--- src/rtl/core_pkg.sv ---
// Core-wide types shared between pipeline units: PC width and the EXU branch
// resolution packet carried on the ex_rsp interface.
package core_pkg;

  localparam int RV_PC_SIZE = 32;

  typedef struct packed {
    logic [RV_PC_SIZE-1:0] pc;
    logic [RV_PC_SIZE-1:0] target_pc;
    logic                  taken;
    logic                  pred_true;
  } ex_rsp_pkt_t;

endpackage

--- src/rtl/ifu_branch_resolver_pkg.sv ---
// IFU branch-resolution types: resolver FSM states, the 2-bit BHT counter
// and its saturating update rule.
package ifu_branch_resolver_pkg;

  typedef enum logic [1:0] {
    IDLE,
    DRAIN,
    REDIRECT
  } ifu_br_state_e;

  typedef logic [1:0] bht_ctr_t;

  localparam bht_ctr_t BHT_INIT = 2'b01;

  function automatic bht_ctr_t bht_sat_update(bht_ctr_t ctr, logic taken);
    bht_ctr_t nxt;
    nxt = ctr;
    if (taken && ctr != 2'b11) begin
      nxt = ctr + 2'd1;
    end else if (!taken && ctr != 2'b00) begin
      nxt = ctr - 2'd1;
    end
    return nxt;
  endfunction

endpackage

--- src/rtl/ex_rsp_if_t.sv ---
// EXU -> IFU branch resolution channel; the EXU branch handler is master,
// the IFU branch resolver is slave.
interface ex_rsp_if_t;
  import core_pkg::*;

  logic        vld;
  logic        rdy;
  ex_rsp_pkt_t pkt;

  modport mst (output vld, output pkt, input rdy);
  modport slv (input vld, input pkt, output rdy);

endinterface

--- src/rtl/ifu_bht.sv ---
// Bimodal branch history table: 2-bit saturating counters with an
// asynchronous read port (returns pre-write data) and one update port.
module ifu_bht
  import ifu_branch_resolver_pkg::*;
#(
  parameter int BHT_IDX_W = 6
) (
  input  logic                 clk,
  input  logic                 rst_n,
  input  logic [BHT_IDX_W-1:0] rd_idx,
  output logic                 rd_taken,
  input  logic                 wr_en,
  input  logic [BHT_IDX_W-1:0] wr_idx,
  input  logic                 wr_taken
);

  localparam int ENTRIES = 1 << BHT_IDX_W;

  bht_ctr_t ctrs [ENTRIES];

  // Reset rewrites every entry so a mid-run reset restores weakly not-taken.
  always_ff @(posedge clk) begin
    if (!rst_n) begin
      for (int i = 0; i < ENTRIES; i++) begin
        ctrs[i] <= BHT_INIT;
      end
    end else if (wr_en) begin
      ctrs[wr_idx] <= bht_sat_update(ctrs[wr_idx], wr_taken);
    end
  end

  assign rd_taken = ctrs[rd_idx][1];

endmodule

--- src/rtl/ifu_branch_resolver.sv ---
// Consumes EXU branch resolutions, trains the BHT, and on a misprediction
// flushes fetch, drains wrong-path fetches and issues one PC redirect.
module ifu_branch_resolver
  import core_pkg::*;
  import ifu_branch_resolver_pkg::*;
#(
  parameter int BHT_IDX_W       = 6,
  parameter int MAX_OUTSTANDING = 4
) (
  input  logic                  clk,
  input  logic                  rst_n,
  ex_rsp_if_t.slv               ex_rsp_slv,
  input  logic [RV_PC_SIZE-1:0] pred_pc,
  output logic                  pred_taken,
  input  logic                  fch_req_fire,
  input  logic                  fch_rsp_fire,
  output logic                  fch_req_allow,
  output logic                  fch_rsp_drop,
  output logic                  flush,
  output logic                  redir_vld,
  input  logic                  redir_rdy,
  output logic [RV_PC_SIZE-1:0] redir_pc
);

  localparam int CNT_W = $clog2(MAX_OUTSTANDING) + 1;

  ifu_br_state_e    state;
  logic [CNT_W-1:0] cnt;
  logic             accept;
  logic             mispredict_accept;
  logic             unused_pc_bits;

  assign ex_rsp_slv.rdy    = (state == IDLE);
  assign accept            = ex_rsp_slv.vld && ex_rsp_slv.rdy;
  assign mispredict_accept = accept && !ex_rsp_slv.pkt.pred_true;

  assign flush         = mispredict_accept;
  assign fch_req_allow = (state == IDLE) && !mispredict_accept &&
                         (cnt < CNT_W'(MAX_OUTSTANDING));
  assign fch_rsp_drop  = (state != IDLE) || mispredict_accept;

  ifu_bht #(
    .BHT_IDX_W (BHT_IDX_W)
  ) u_bht (
    .clk      (clk),
    .rst_n    (rst_n),
    .rd_idx   (pred_pc[BHT_IDX_W+1:2]),
    .rd_taken (pred_taken),
    .wr_en    (accept),
    .wr_idx   (ex_rsp_slv.pkt.pc[BHT_IDX_W+1:2]),
    .wr_taken (ex_rsp_slv.pkt.taken)
  );

  // PC bits outside the BHT index do not participate in prediction.
  assign unused_pc_bits = ^{pred_pc[RV_PC_SIZE-1:BHT_IDX_W+2], pred_pc[1:0],
                            ex_rsp_slv.pkt.pc[RV_PC_SIZE-1:BHT_IDX_W+2],
                            ex_rsp_slv.pkt.pc[1:0]};

  always_ff @(posedge clk) begin
    if (!rst_n) begin
      cnt <= '0;
    end else if (fch_req_fire && !fch_rsp_fire) begin
      cnt <= cnt + CNT_W'(1);
    end else if (fch_rsp_fire && !fch_req_fire) begin
      cnt <= cnt - CNT_W'(1);
    end
  end

  always_ff @(posedge clk) begin
    if (!rst_n) begin
      state     <= IDLE;
      redir_vld <= 1'b0;
      redir_pc  <= '0;
    end else begin
      case (state)
        IDLE: begin
          if (mispredict_accept) begin
            redir_pc <= ex_rsp_slv.pkt.target_pc;
            state    <= DRAIN;
          end
        end
        // Waits on the registered count, so DRAIN always lasts a cycle.
        DRAIN: begin
          if (cnt == '0) begin
            redir_vld <= 1'b1;
            state     <= REDIRECT;
          end
        end
        REDIRECT: begin
          if (redir_rdy) begin
            redir_vld <= 1'b0;
            state     <= IDLE;
          end
        end
        default: begin
          redir_vld <= 1'b0;
          state     <= IDLE;
        end
      endcase
    end
  end

  a_no_underflow: assert property (@(posedge clk) disable iff (!rst_n)
    !(fch_rsp_fire && !fch_req_fire && cnt == '0));

  a_no_overflow: assert property (@(posedge clk) disable iff (!rst_n)
    !(fch_req_fire && !fch_rsp_fire && cnt == CNT_W'(MAX_OUTSTANDING)));

endmodule

--- src/flat_wrapper.sv ---
// flat-port wrapper written by rule: the top's interface ports become plain ports
module ifu_branch_resolver_flat import core_pkg::*; import ifu_branch_resolver_pkg::*;
#(
  parameter int BHT_IDX_W       = 6,
  parameter int MAX_OUTSTANDING = 4
)
  (clk, rst_n, pred_pc, pred_taken, fch_req_fire, fch_rsp_fire, fch_req_allow, fch_rsp_drop, flush, redir_vld, redir_rdy, redir_pc, ex_rsp_slv_vld, ex_rsp_slv_pkt, ex_rsp_slv_rdy);
  ex_rsp_if_t ex_rsp_slv_i ();
  input  logic clk;
  input  logic rst_n;
  input  logic [RV_PC_SIZE-1:0] pred_pc;
  output logic pred_taken;
  input  logic fch_req_fire;
  input  logic fch_rsp_fire;
  output logic fch_req_allow;
  output logic fch_rsp_drop;
  output logic flush;
  output logic redir_vld;
  input  logic redir_rdy;
  output logic [RV_PC_SIZE-1:0] redir_pc;
  input wire logic [$bits(ex_rsp_slv_i.vld)-1:0] ex_rsp_slv_vld;
  input wire logic [$bits(ex_rsp_slv_i.pkt)-1:0] ex_rsp_slv_pkt;
  output wire logic [$bits(ex_rsp_slv_i.rdy)-1:0] ex_rsp_slv_rdy;
  assign ex_rsp_slv_i.vld = ex_rsp_slv_vld;
  assign ex_rsp_slv_i.pkt = ex_rsp_slv_pkt;
  assign ex_rsp_slv_rdy = ex_rsp_slv_i.rdy;
  ifu_branch_resolver #(.BHT_IDX_W(BHT_IDX_W), .MAX_OUTSTANDING(MAX_OUTSTANDING)) u_core (.clk(clk), .rst_n(rst_n), .ex_rsp_slv(ex_rsp_slv_i), .pred_pc(pred_pc), .pred_taken(pred_taken), .fch_req_fire(fch_req_fire), .fch_rsp_fire(fch_rsp_fire), .fch_req_allow(fch_req_allow), .fch_rsp_drop(fch_rsp_drop), .flush(flush), .redir_vld(redir_vld), .redir_rdy(redir_rdy), .redir_pc(redir_pc));
endmodule
--- config.mk ---
export PLATFORM = sky130hd
export DESIGN_NAME = ifu_branch_resolver_flat
export DESIGN_NICKNAME = d
export VERILOG_FILES = /design/src/rtl/core_pkg.sv /design/src/rtl/ifu_branch_resolver_pkg.sv /design/src/rtl/ex_rsp_if_t.sv /design/src/rtl/ifu_bht.sv /design/src/rtl/ifu_branch_resolver.sv /design/src/flat_wrapper.sv
export SDC_FILE = /design/constraint.sdc
export NUM_CORES = 1
export LEC_CHECK = 0
export ABC_AREA = 1
export BUFFER_PORTS_ARGS = -buffer_cell sky130_fd_sc_hd__buf_2
export CAP_MARGIN = 10
export CORE_ASPECT_RATIO = 0.75
export CORE_UTILIZATION = 29
export CTS_BUF_LIST = sky130_fd_sc_hd__clkbuf_4
export CTS_CLUSTER_DIAMETER = 50
export DETAILED_ROUTE_END_ITERATION = 16
export GPL_TIMING_DRIVEN = 0
export SYNTH_ARGS = -nofsm -noshare
export SYNTH_HDL_FRONTEND = slang
export SYNTH_SLANG_ARGS = --single-unit
--- constraint.sdc ---
create_clock -name clk -period 7.9 [get_ports clk]
set_clock_uncertainty 0.1 [all_clocks]
set_input_delay 0.79 -clock clk [delete_from_list [all_inputs] [get_ports clk]]
set_output_delay 0.79 -clock clk [all_outputs]
set_load 0.02 [all_outputs]
==> flow_summary.toml, run 1 <==
[routing]
drt-wirelength-per-cell_um = 18.9
drc = 0
vias_per_cell = 4.94
vias = 8561
ant_nets = 0
first_iter_violations = 1050
dr.pass1.iters = 6
drt_wl_total_mm = 32.8

[worst_setup_path]
cp.arrival_ns = 3.09
critPathMaxFanout = 10
worst_ep_required_time_ns = 7.01
cp-start-kind = "input port"
cp-end-kind = "output port"
crit_type = "input port to output port"

[clock_network]
cts_buffer_depth = 2
htreeDepth = 4
cts_tree = "done"
hold_buffers = 0
cts_resized = 0
cts_buffers = 17
clock_latency_ns = 0.63
clock_sinks = 166
cts_setup_buffers = 0
cts_root_buf = "clkbuf_4"
clk_pin_slew_ns = 0.18

[cells_and_area]
layout-drive-gt1-share_pct = 18.8
area_delta_synth_final_pct = 13.1
fin_area_um2 = 10600
num-fill-cells = 3318
nets = 1393
final_cell_mix = "nand2_1 (249), nor2_1 (168), inv_1 (162)"
layout_commonest_cell = "nand2_1"

[job]
drv_cap = 0

[synth]
yosysWarnings = 0
netlist_area_um2 = 9410
yosysSeqAreaShare_pct = 48.9
netlist-cell-type-count = 38
yosys_register_bits = 166
avgSynthCellArea_um2 = 7.96
syn_nets = 1290
synthCells = 1182

[status]
status = "completed"

[power]
power.density_nw_per_um2 = 182
ir_worst_vdd_uv = 78.9
total_leakage_power_nw = 4.21

[timing]
tightest_slew_ns = 0.959
min_period_ns = 3.98
slew_viol_final = 0
period_share_pct = 50.4
final.setup.tns_ns = 0
rsz0062_at_grt = "no"
setup_viol = 0
max_clock_freq_mhz = 251
relSlewSlack_pct = 36.1
finalHoldViolCount = 0

[global_route]
grt_pass1_vias = 8057
grt_max_degree = 17
grt_pass1_wl_mm = 48.3
grt_use_total_pct = 20.2
grt_antenna_before_repair = 1
overflow = 0

[floorplanning]
die_area_um2 = 33200
rows = 56
ios = 142
die_h_um = 158
die_w_um = 210
core_region_area_um2 = 31600
start_util_pct = 29.8

[placement]
gp_congestion = 0.991
placed_area_um2 = 10400
dp_hpwl_mm = 23.2
port_buffers = 84

[hold_path]
hold_path_class = "input port to register"
state kept, by name, summed over array words and instances, names as in the netlist:
| register | cells |
|---|---|
| u_core.state | 2 |
| u_core.cnt | 3 |
| u_core.redir_vld | 1 |
| u_core.redir_pc | 32 |
| u_core.u_bht.ctrs | 128 |
critical path, cell delays in order:
cell      delay [ns]
buf_2           0.12
clkbuf_1        0.51
clkbuf_1        0.56
a21oi_1         0.13
o21ai_0         0.11
o21ai_0         0.13
o211ai_1        0.29
nand3_1         0.11
nand3_1         0.09
nand2_1         0.08
buf_2           0.16
synth_stat cells (all sizes together):
| cell type | n | area [um2] |
|---|---|---|
| nor3 | 10 | 50.1 |
| a21oi | 47 | 235 |
| o21ai | 96 | 480 |
| nand3 | 105 | 588 |
| fa | 1 | 20.0 |
| inv | 166 | 631 |
| clkbuf | 27 | 101 |
| a221oi | 1 | 8.76 |
| edfxtp | 128 | 3840 |
| o211ai | 17 | 128 |
| clkinv | 1 | 3.75 |
| nand2 | 255 | 996 |
| ha | 3 | 37.5 |
| o31ai | 1 | 7.51 |
| or2 | 4 | 25.0 |
| buf | 41 | 387 |
| nor4 | 4 | 25.0 |
| dfxtp | 38 | 761 |
| nor2 | 234 | 1060 |
| nand3b | 2 | 15.0 |
| nand4 | 1 | 6.26 |
final timing paths:
check	start	endpoint	slack, ns	cells past startpoint
worst min-delay path	ex_rsp_slv_pkt[5]	u_core.redir_pc[3]	0.27	3
worst min register to register	u_core.redir_vld	u_core.redir_vld	0.40	2
worst max-delay path	pred_pc[2]	pred_taken	3.92	11
worst max register to register	u_core.u_bht.ctrs[17][0]	u_core.u_bht.ctrs[58][0]	4.83	16
kinds of logic (layout without fill, tap and decap cells):
kind of cell,count (synthesis),count (layout),share of synthesized area [%]
and+or+nand+nor,615,615,29.4
buffers and inverters,235,351,11.9
AOI/OAI and AO/OA,162,162,9.14
adders and majority gates,4,4,0.612
other,0,1,0
DFF,166,166,48.9
area by class of cell:
| class | count | area [um2] | share of cell area (%) |
|---|---|---|---|
| Clock buffer | 17 | 128 | 1.20 |
| Multi-Input combinational cell | 781 | 3680 | 34.6 |
| Buffer | 68 | 488 | 4.58 |
| Timing Repair Buffer | 84 | 420 | 3.95 |
| Clock inverter | 15 | 141 | 1.33 |
| Inverter | 167 | 634 | 5.96 |
| Antenna cell | 1 | 2.50 | 0.0235 |
| Sequential cell | 166 | 4600 | 43.3 |
| Tap cell | 435 | 544 | 5.11 |
stage by stage:
step	hold WS, ns	total power [mW]	setup slack [ns]	instances	utilization, %
final	0.273	1.94	3.92	1734	33.7
after CTS	0.242	1.94	4.06	1733	33.7
after global routing	0.243	2.01	3.87	1734	33.7
after floorplan	0.372	1.28	4.79	1182	-
after global placement	0.359	1.43	3.95	1701	32.8
after detailed placement	0.379	1.44	3.90	1701	32.8
per-layer routing:
| layer | track usage (%) | part of all wire (%) | vias up | wire length (um) |
|---|---|---|---|---|
| li1 | - | - | 4013 | - |
| met1 | 26.8 | 43 | 4037 | 14200 |
| met2 | 30.8 | 43 | 432 | 14100 |
| met3 | 6.09 | 11 | 79 | 3510 |
| met4 | 7.86 | 3.0 | 0 | 983 |
| met5 | 0 | 0 | - | 0 |
power breakdown:
part	leakage, nW	switching, mW	total, mW	internal, mW
Combinational	2.62	0.310	0.438	0.129
Sequential	1.43	0.0172	0.984	0.967
Clock	0.156	0.351	0.517	0.166
Power figures use the tool's default switching activity.
==> inputs of run 2 (changes only) <==
- clock period: 7.9 -> 3.7 ns (I/O delays scaled with it)
==> run 2 against run 1 <==
Against the previous run:
- setup slack got worse by 3.4 ns
- hold slack lost 0.22 ns
- combinational power up 120%
- clock-buffer cell count is the same
- routed wire length grew 1.9%
- core utilization is 1.2 points higher
- via count up 2.4%
- critical path depth is the same
- sequential cell count did not move
- cell count up 2.2%
==> flow_summary.toml, run 2 (synthesis gave the netlist of run 1 again) <==
[timing]
tightest_slew_ns = 0.970
period_share_pct = 85.4
finalHoldViolCount = 0
min_period_ns = 3.16
final.setup.tns_ns = 0
rsz0062_at_grt = "no"
slew_viol_final = 0
relSlewSlack_pct = 35.3
max_clock_freq_mhz = 317
hold-worst-slack_ns = 0.0579
setup_viol = 0

[worst_setup_path]
crit_chain = "buf_2 -> clkbuf_1 -> clkbuf_1 -> a21oi_1 -> o21ai_0 -> o21ai_0 -> o211ai_1 -> nand3_1 -> nand3_1 -> nand2_1 -> buf_2"
cp_top_family = "buffers and inverters"
crit_type = "input port to output port"
critPathMaxFanout = 10
cp-end-kind = "output port"
critical-path-max-stage-delay_ns = 0.56
cp.arrival_ns = 2.69
slowest_stage = "clkbuf_1"
critPathBufInv = 4
cp-start-kind = "input port"
worst_ep_required_time_ns = 3.23

[floorplanning]
die_w_um = 210
rows = 56
ios = 142
core_region_area_um2 = 31600
start_util_pct = 29.8
die_area_um2 = 33200
die_h_um = 158

[clock_network]
cts_resized = 0
cts_root_buf = "clkbuf_4"
cts_setup_buffers = 0
cts_buffer_depth = 2
cts_buffers = 17
clock_sinks = 166
clock_latency_ns = 0.61
clk_pin_slew_ns = 0.16
cts_tree = "done"
htreeDepth = 4

[cells_and_area]
top_regs = "u_core.u_bht.ctrs: 128 flops, u_core.redir_pc: 32 flops, u_core.cnt: 3 flops"
layout-drive-gt1-share_pct = 18.3
fin_util_pct = 34.9
layout_commonest_cell = "nand2_1"
num-fill-cells = 3279
area_delta_synth_final_pct = 17.2
largest_reg_flops = 128
final_cell_mix = "nand2_1 (249), nor2_1 (168), inv_1 (162)"
nets = 1431
top_register = "u_core.u_bht.ctrs"
final_cells = 1772

[placement]
placed_cells = 1701
gp_congestion = 0.991
port_buffers = 84
dp_hpwl_mm = 23.2

[status]
status = "completed"

[global_route]
grt_antenna_before_repair = 1
grt_use_total_pct = 20.5
grt_max_degree = 17
grt_pass1_vias = 8304
grt_pass1_wl_mm = 49.3
overflow = 0

[power]
total_leakage_power_nw = 4.37
ir_worst_vdd_uv = 162
power.density_nw_per_um2 = 379

[routing]
drt-wirelength-per-cell_um = 18.9
drc = 0
first_iter_violations = 1021
drt_wl_total_mm = 33.4
vias = 8768
vias_per_cell = 4.95
ant_nets = 0
dr.pass1.iters = 6

[hold_path]
hold_path_class = "input port to register"

[job]
drv_cap = 0
==> run 2: worst reg2reg max path: stages (launching register included) <==
cell and delay (ns):
edfxtp_1 0.42, nand2_1 0.08, a21oi_1 0.07, o21ai_0 0.29, nand2_1 0.13, nand2_1 0.08, nand2_1 0.09, nor2_4 0.13
nand2_2 0.11, inv_1 0.07, ha_1 0.14, nor2_1 0.06, nor2_1 0.22, inv_1 0.12, nand3_4 0.21, buf_2 0.36
nand3_2 0.11
==> run 2: cell type report <==
type | count | area, um2 | share of cell area [%]
sequential | 166 | 4600 | 41.8
inverter | 167 | 634 | 5.75
clock buffer | 17 | 128 | 1.16
antenna | 1 | 2.50 | 0.0227
tap | 435 | 544 | 4.94
buffer | 68 | 488 | 4.43
clock inverter | 15 | 141 | 1.28
timing repair buffer | 122 | 801 | 7.26
multi-input combinational | 781 | 3680 | 33.4
==> run 2: path summary, 6_finish.rpt <==
kind / start / to / slack [ns] / cells after the start
worst max-delay path: pred_pc[2] / pred_taken / 0.54 / 11
worst min-delay path: ex_rsp_slv_pkt[0] / u_core.redir_pc[16] / 0.06 / 4
worst max register to register: u_core.u_bht.ctrs[17][0] / u_core.u_bht.ctrs[58][0] / 0.66 / 16
worst min register to register: u_core.redir_vld / u_core.redir_vld / 0.40 / 2
==> run 2: per-layer routing <==
layer / global-route usage [%] / wire length, um
met3: 6.15 / 3750
met2: 31.8 / 14700
met1: 26.9 / 14100
met5: 0 / 0
met4: 8.24 / 919
==> run 2: per-stage QoR <==
step                setup WS, ns  power [mW]  instance area (um2)
floorplan                   1.01        2.74                 9410
global placement           0.173        3.06                10400
detailed placement         0.117        3.07                10400
CTS                        0.680        4.18                11000
global route               0.434        4.33                11000
finish                     0.542        4.17                11000
==> run 2: repair_timing <==
item / CTS / global route
endpoints found under the setup margin: 0 / 0
hold buffers: 38 / 0
endpoints found under the hold margin: 37 / 0
==> run 2: report_power, final <==
| group | leakage (nW) | internal (mW) | switching [mW] | total (mW) |
|---|---|---|---|---|
| Clock | 0.156 | 0.354 | 0.745 | 1.10 |
| Combinational | 2.79 | 0.302 | 0.669 | 0.971 |
| Sequential | 1.43 | 2.07 | 0.0376 | 2.10 |
| Total | 4.37 | 2.72 | 1.45 | 4.17 |
==> inputs of run 3 (changes only) <==
- CORE_UTILIZATION: 29 -> 55
- PLACE_DENSITY: not set -> 0.77
==> run 3 against run 2 <==
Against the previous run:
- global-route usage rose by 15 points
- first-iteration DRC count is 27% higher
- via count increased by 0.83%
- hold slack lost 0.016 ns
- sequential share of layout area increased by 1.2 points
- non-clock buffer count decreased by 5
- design area fell by 2.8%
- critical path type unchanged
- core utilization increased by 29 points
- critical path depth shrank 1
- setup slack worse by 0.19 ns
- cell count fell by 13%
==> flow_summary.toml, run 3 (synthesis gave the netlist of run 1 again) <==
[placement]
placed_area_um2 = 10100
dp_hpwl_mm = 20.8
gp_congestion = 1.05
port_buffers = 84

[worst_setup_path]
worst_ep_required_time_ns = 3.23
crit_chain = "buf_2 -> clkbuf_1 -> clkbuf_1 -> o21ai_0 -> o21ai_0 -> o211ai_1 -> nand3_1 -> nand3b_1 -> nand2_1 -> buf_2"
cp-end-kind = "output port"
slowest_stage = "clkbuf_1"
critical-path-max-stage-delay_ns = 0.62
cp.arrival_ns = 2.88
crit_type = "input port to output port"
critPathBufInv = 4
cp_top_family = "buffers and inverters"
cp-start-kind = "input port"
critPathMaxFanout = 10

[global_route]
grt_pass1_wl_mm = 46.2
overflow = 0
grt_max_degree = 18
grt_pass1_vias = 8356
grt_use_total_pct = 36.0
grt_antenna_before_repair = 1

[floorplanning]
rows = 41
ios = 142
die_area_um2 = 17600
die_w_um = 153
die_h_um = 115
start_util_pct = 56.1
core_region_area_um2 = 16800

[power]
switching_share_pct = 34.6
ir_worst_vdd_uv = 488
p_switching_mw = 1.44
seq_power_share_pct = 50.4
combPwrFrac_pct = 23.1
power.density_nw_per_um2 = 389
p_int_mw = 2.73
power.share.clock_pct = 26.5
total_leakage_power_nw = 4.34
p_total_mw = 4.17

[timing]
relSlewSlack_pct = 36.0
hold-worst-slack_ns = 0.0422
slew_viol_final = 0
tightest_slew_ns = 0.960
setup_viol = 0
min_period_ns = 3.35
period_share_pct = 90.6
finalHoldViolCount = 0
final.setup.tns_ns = 0
rsz0062_at_grt = "no"
max_clock_freq_mhz = 298

[routing]
dr.pass1.iters = 9
ant_nets = 0
top_layer = "met4"
drt_wl_total_mm = 30.6
m1WireLength_mm = 11.4
first_iter_violations = 1295
drt-wirelength-per-cell_um = 19.8
vias = 8841
wl_met2_mm = 12.9
drc = 0
wl_met3_mm = 5.03
vias_per_cell = 5.72

[cells_and_area]
layout-drive-gt1-share_pct = 18.3
top_register = "u_core.u_bht.ctrs"
nets = 1426
area_delta_synth_final_pct = 13.9
antennaDiodeCount = 0
top_regs = "u_core.u_bht.ctrs: 128 flops, u_core.redir_pc: 32 flops, u_core.cnt: 3 flops"
final_cell_mix = "nand2_1 (249), nor2_1 (168), inv_1 (162)"
layout_commonest_cell = "nand2_1"
largest_reg_flops = 128
fin_area_um2 = 10700

[hold_path]
hold_path_class = "input port to register"

[clock_network]
cts_buffers = 17
cts_root_buf = "clkbuf_4"
htreeDepth = 4
clock_sinks = 166
clk_pin_slew_ns = 0.15
cts_buffer_depth = 2
cts_tree = "done"
clock_latency_ns = 0.61
cts_resized = 0

[status]
status = "completed"

[job]
drv_cap = 0
==> run 3: cell types whose count changed in the layout (fill, tap and decap cells not counted) <==
cell and change:
inv_2 -1, diode_2 -1, dlygate4sd3_1 -5, clkinv_4 +2, clkinvlp_4 +1, inv_4 -2, clkinv_8 +1, clkinv_2 -1
==> run 3: area by class of cell <==
cell class,instances,area (um2)
fill,1447,6060
sequential,166,4600
multi-input combinational,781,3680
timing repair buffer,117,751
inverter,167,634
buffer,68,488
tap,215,269
clock inverter,15,161
clock buffer,17,128
==> run 3: worst register-to-register path, cell delays in order, from the launching register on <==
cell and delay (ns):
edfxtp_1 0.40, nand2_1 0.09, nand2_1 0.07, nand2_1 0.06
a21oi_1 0.07, o21ai_1 0.21, nand2_1 0.20, nor2_4 0.18
nand2_2 0.11, inv_1 0.08, ha_1 0.14, nor2_1 0.06
nor2_1 0.23, inv_1 0.12, nand3_4 0.23, buf_2 0.38
nand3_2 0.13
==> run 3: repair_timing <==
| item | CTS | global route |
|---|---|---|
| setup buffers | 0 | 0 |
| setup endpoints to repair | 0 | 0 |
| hold endpoints to repair | 34 | 0 |
| hold buffers | 33 | 0 |
==> run 3: power by group through the flow <==
stage / registers (mW) / clock network, mW / logic (mW)
floorplan: 2.17 / 0 / 0.576
global placement: 2.14 / 0 / 0.888
detailed placement: 2.14 / 0 / 0.902
CTS: 2.10 / 1.10 / 0.930
global route: 2.11 / 1.18 / 1.02
finish: 2.10 / 1.10 / 0.962
==> run 3: worst paths after layout <==
check / from / end / slack [ns] / cells past startpoint
worst max register to register: u_core.u_bht.ctrs[31][0] / u_core.u_bht.ctrs[53][0] / 0.63 / 16
worst min-delay path: fch_req_fire / u_core.cnt[0] / 0.04 / 3
worst max-delay path: pred_pc[2] / pred_taken / 0.35 / 10
worst min register to register: u_core.redir_vld / u_core.redir_vld / 0.39 / 2
==> run 3: through the flow <==
step                std cells  worst slack (ns)  utilization (%)
floorplan                1182              1.01                -
global placement         1481             0.288             60.2
detailed placement       1481             0.212             60.2
CTS                      1546             0.622             63.9
global route             1546             0.336             63.9
finish                   1546             0.349             63.9
==> run 3: layer usage <==
layer	track usage [%]	vias up
li1	-	4074
met1	46.5	4014
met2	54.0	636
met3	13.3	117
met4	16.7	0
met5	0	-
